===== src/rtl/button_event_decoder.sv =====
// button_event_decoder: turns a debounced button level into press/release/long/repeat(/double) pulses
// and keeps a wrapping press counter. Optional double-click detection: define BTN_DOUBLE_CLICK_EN.
module button_event_decoder #(
    parameter int LONG_LIMIT    = 50_000_000,
    parameter int REPEAT_PERIOD = 10_000_000,
    parameter int DBL_WINDOW    = 25_000_000,
    parameter int CNT_W         = 26,
    parameter int PCNT_W        = 8
) (
    input  logic              clk,
    input  logic              rst_n,
    input  logic              i_switch,
    output logic              o_press,
    output logic              o_release,
    output logic              o_long,
    output logic              o_repeat,
    output logic              o_double,
    output logic [PCNT_W-1:0] o_press_count
);
`ifdef BTN_DOUBLE_CLICK_EN
    typedef enum logic [1:0] {IDLE, PRESSED, HELD, WAIT2} state_t;
    localparam logic [CNT_W-1:0] DBL_T = CNT_W'(DBL_WINDOW - 1);
`else
    typedef enum logic [1:0] {IDLE, PRESSED, HELD} state_t;
`endif
    localparam logic [CNT_W-1:0] LONG_T = CNT_W'(LONG_LIMIT - 1);
    localparam logic [CNT_W-1:0] REP_T  = CNT_W'(REPEAT_PERIOD - 1);
    localparam int MAX_LR = (LONG_LIMIT > REPEAT_PERIOD) ? LONG_LIMIT : REPEAT_PERIOD;
    localparam int MAX_T  = (MAX_LR > DBL_WINDOW) ? MAX_LR : DBL_WINDOW;
    if (CNT_W < $clog2(MAX_T + 1)) begin : g_cnt_w_check
        $error("CNT_W too narrow for the configured timer limits");
    end
    state_t             state, state_n;
    logic               r_prev;
    logic [CNT_W-1:0]   timer, timer_n;
    logic               press_n, release_n, long_n, repeat_n, double_n;
    logic               rise, fall;
    assign rise = i_switch & ~r_prev;
    assign fall = ~i_switch & r_prev;
    // next state, timer and event pulses; a fall always wins over a terminal count
    always_comb begin
        state_n   = state;
        timer_n   = timer;
        press_n   = 1'b0;
        release_n = 1'b0;
        long_n    = 1'b0;
        repeat_n  = 1'b0;
        double_n  = 1'b0;
        case (state)
            IDLE: begin
                if (rise) begin
                    press_n = 1'b1;
                    timer_n = '0;
                    state_n = PRESSED;
                end
            end
            PRESSED: begin
                if (fall) begin
                    release_n = 1'b1;
                    timer_n   = '0;
`ifdef BTN_DOUBLE_CLICK_EN
                    state_n   = WAIT2;
`else
                    state_n   = IDLE;
`endif
                end else if (timer == LONG_T) begin
                    long_n  = 1'b1;
                    timer_n = '0;
                    state_n = HELD;
                end else begin
                    timer_n = timer + 1'b1;
                end
            end
            HELD: begin
                if (fall) begin
                    release_n = 1'b1;
                    timer_n   = '0;
                    state_n   = IDLE;
                end else if (timer == REP_T) begin
                    repeat_n = 1'b1;
                    timer_n  = '0;
                end else begin
                    timer_n = timer + 1'b1;
                end
            end
`ifdef BTN_DOUBLE_CLICK_EN
            WAIT2: begin
                if (rise) begin
                    press_n  = 1'b1;
                    double_n = 1'b1;
                    timer_n  = '0;
                    state_n  = PRESSED;
                end else if (timer == DBL_T) begin
                    timer_n = '0;
                    state_n = IDLE;
                end else begin
                    timer_n = timer + 1'b1;
                end
            end
`endif
            default: begin
                timer_n = '0;
                state_n = IDLE;
            end
        endcase
    end
    // state, edge history, registered pulses and press counter
    always_ff @(posedge clk or negedge rst_n) begin
        if (!rst_n) begin
            state         <= IDLE;
            r_prev        <= 1'b0;
            timer         <= '0;
            o_press       <= 1'b0;
            o_release     <= 1'b0;
            o_long        <= 1'b0;
            o_repeat      <= 1'b0;
            o_double      <= 1'b0;
            o_press_count <= '0;
        end else begin
            state         <= state_n;
            r_prev        <= i_switch;
            timer         <= timer_n;
            o_press       <= press_n;
            o_release     <= release_n;
            o_long        <= long_n;
            o_repeat      <= repeat_n;
            o_double      <= double_n;
            o_press_count <= press_n ? o_press_count + 1'b1 : o_press_count;
        end
    end
endmodule


===== config.mk =====
export PLATFORM = sky130hd
export DESIGN_NAME = button_event_decoder
export DESIGN_NICKNAME = d
export VERILOG_FILES = /design/src/rtl/button_event_decoder.sv
export SDC_FILE = /design/constraint.sdc
export NUM_CORES = 1
export LEC_CHECK = 0
export BUFFER_PORTS_ARGS = -buffer_cell sky130_fd_sc_hd__buf_2
export CAP_MARGIN = 30
export CORE_MARGIN = 5
export CORE_UTILIZATION = 35
export CTS_CLUSTER_SIZE = 10
export DETAILED_ROUTE_END_ITERATION = 6
export SLEW_MARGIN = 20
export SYNTH_ARGS = -nofsm -noshare
export SYNTH_HDL_FRONTEND = slang
export SYNTH_SLANG_ARGS = --single-unit
export TNS_END_PERCENT = 10

===== constraint.sdc =====
create_clock -name clk -period 2.89 [get_ports clk]
set_input_delay 0.289 -clock clk [delete_from_list [all_inputs] [get_ports clk]]
set_output_delay 0.289 -clock clk [all_outputs]
set_load 0.005 [all_outputs]

==> results.ini <==
[outcome]
outcome = finished, final reports clean

[yosys]
synth_area_leaders = dfrtp_1 45%, xor2_1 7.3%, nand2_1 5.3%
ys_async_sr_fraction_pct = 100
yosysSeqAreaShare_pct = 45.1
netlist_area_sq_um = 2280
synth_edf_count = 0
yosysWarnings = 0
synth_top_area_share_pct = 45.1
ys_ff_latch = 41
synth_nets = 234
syn_inst = 226
synth_most_common_cell = dfrtp_1
synth_common_cells = 41 x dfrtp_1, 32 x nand2_1, 19 x xor2_1
synth_flop_cell = dfrtp_1
avgSynthCellArea_sq_um = 10.1
ys_types = 43
synth_top_area_cell = dfrtp_1

[routing]
wl_met1_um = 2300
routed-wl-met2_um = 2130
met3_length_um = 160
drt_iter0_drc = 96
viasPerCell = 5.29
vias = 1708
drc = 0
top_layer = met4
ant_nets = 0
totalWireLength_um = 4680
firstDrtPassIters = 4
drt-wirelength-per-cell_um = 14.5

[global_route]
grt_pass1_wl_um = 8310
grt_pass1_vias = 1731
antenna_found_initial = 0
grt-ovfl-total = 0
grt_max_degree = 42
grt_use_total_pct = 12.2

[die]
coreArea_sq_um = 6350
die_area_sq_um = 8220
ioPinCount = 16
initial_core_util_pct = 35.9
rows = 29
die_h_um = 90.7
die-width_um = 90.7

[placed_design]
hpwl_um = 3300
dp.cells = 313
port_buffers = 14
place_congestion = 0.773
placed_cell_area_sq_um = 2420

[finish]
layout.nets = 253
area_growth_pct = 13.8
diodes = 0
final_cells = 323
stdcell_area_sq_um = 2590
final_layout_size_suffix_gt1_share_pct = 18.3
fillerInstances = 624

[clock_network]
cts.repair.resized = 0
cts_max_level = 2
cts_tree = yes
cts_buffers = 5
cts_buffer_depth = 2
clk-insertion-delay-late_ns = 0.30
cts_root_buffer = clkbuf_8
clock_sinks = 41
clkTransAtPathRegs_ns = 0.09

[critical_path]
critPathLaunchType = flip-flop
r2r.worst_path.cells = 6
cp_data_required_time_ns = 3.04
worstSetupPathType = flip-flop to flip-flop
cp_max_fo = 13
crit_arrival_ns = 2.30
end_kind = flip-flop

[sta]
rsz0062_at_grt = no
maxSlewHeadroom_pct = 56.2
fin_crit_sh_pct = 74.1
clock_skew_ns = 0.0105
drv_slew = 0
setup_viol = 0
period_needed_ns = 2.14
worst_pin_slew_ns = 0.654
whs_ns = 0.135
clock.fmax_ghz = 0.467
tns_ns = 0
final-hold-violation-count = 0

[worst_hold_path]
holdPathStages = 1
min_path_type = input pin to flip-flop

[power]
pwr_density_cell_nw_per_um2 = 596
peakVddDrop_uv = 310
p_leak_nw = 1.08
p_total_mw = 1.55

[job]
drv_cap = 0

## cell usage in the layout (no fill, tap or decap), types with 4 or more instances in the layout
cell type  instances
dfrtp_1           41
nor2_1             6
clkbuf_8           5
buf_2             14
nor3_1             5
a21oi_2            4
nand4_1           10
nand3_1           17
o21ai_0            4
o211ai_1           7
and3_1             5
a21oi_1           14
xnor2_1            5
nand2_1           32
inv_1              7
ha_1               5
xor2_1            19
and2_1             5
## metal layers
metal  global-route usage, %  vias to the layer above
met2                    19.2                       34
met4                    4.59                        0
met3                    2.83                       11
li1                        -                      845
met5                       0                        -
met1                    16.2                      818
## per-stage QoR
| step | setup WS, ns | util (%) |
|---|---|---|
| global placement | 0.789 | 38.1 |
| floorplan | 0.881 | - |
| CTS | 0.734 | 40.2 |
| finish | 0.750 | 40.8 |
| detailed placement | 0.743 | 38.1 |
| global route | 0.471 | 40.8 |
## repair_timing
action,in CTS,in global routing
setup buffers,0,0
hold buffers,0,1
endpoints found under the hold margin,0,18
## worst max-delay path: stages, from the launching register on
cell      delay, ns
dfrtp_1        0.44
or4_4          0.56
nor4_4         0.30
a31oi_4        0.19
o21ai_4        0.16
buf_4          0.22
o311ai_0       0.12
## worst paths after layout
kind / start / endpoint / slack [ns]
min in group asynchronous: rst_n / timer[1] / 0.49
worst max register to register: timer[17] / timer[2] / 0.75
worst min-delay path: i_switch / r_prev / 0.13
worst min register to register: o_press_count[7] / o_press_count[7] / 0.47
max in group asynchronous: rst_n / timer[11] / 1.92
worst max-delay path: timer[17] / timer[2] / 0.75
## cell families after synthesis
family,after synthesis,synth area share (%)
XOR/XNOR,24,9.23
AO/OA/AOI/OAI,43,15.5
buffers and inverters,14,3.13
other,1,0.165
adder cells (fa/ha/maj),5,2.75
flip-flops,41,45.1
AND/OR/NAND/NOR,98,24.2
## report_power, final
| group | switching [mW] | total, mW | internal, mW |
|---|---|---|---|
| Clock | 0.207 | 0.550 | 0.343 |
| Sequential | 0.0470 | 0.669 | 0.622 |
| Combinational | 0.213 | 0.327 | 0.114 |
| Total | 0.467 | 1.55 | 1.08 |
## sequential cells by signal (all words and copies together) (netlist names)
register,count
o_repeat,1
timer,26
o_press,1
o_release,1
r_prev,1
o_long,1
state,2
o_press_count,8
## cell type report
cell class                 instances  area [sq um]  share of cell area, %
inverter                           7          26.3                   1.01
sequential                        41          1030                   39.6
multi-input combinational        171          1180                   45.5
timing repair buffer              19           130                   5.02
clock inverter                     3          65.1                   2.51
clock buffer                       5          68.8                   2.65
tap                               77          96.3                   3.72
No activity file was read; power rests on OpenSTA's default activity.
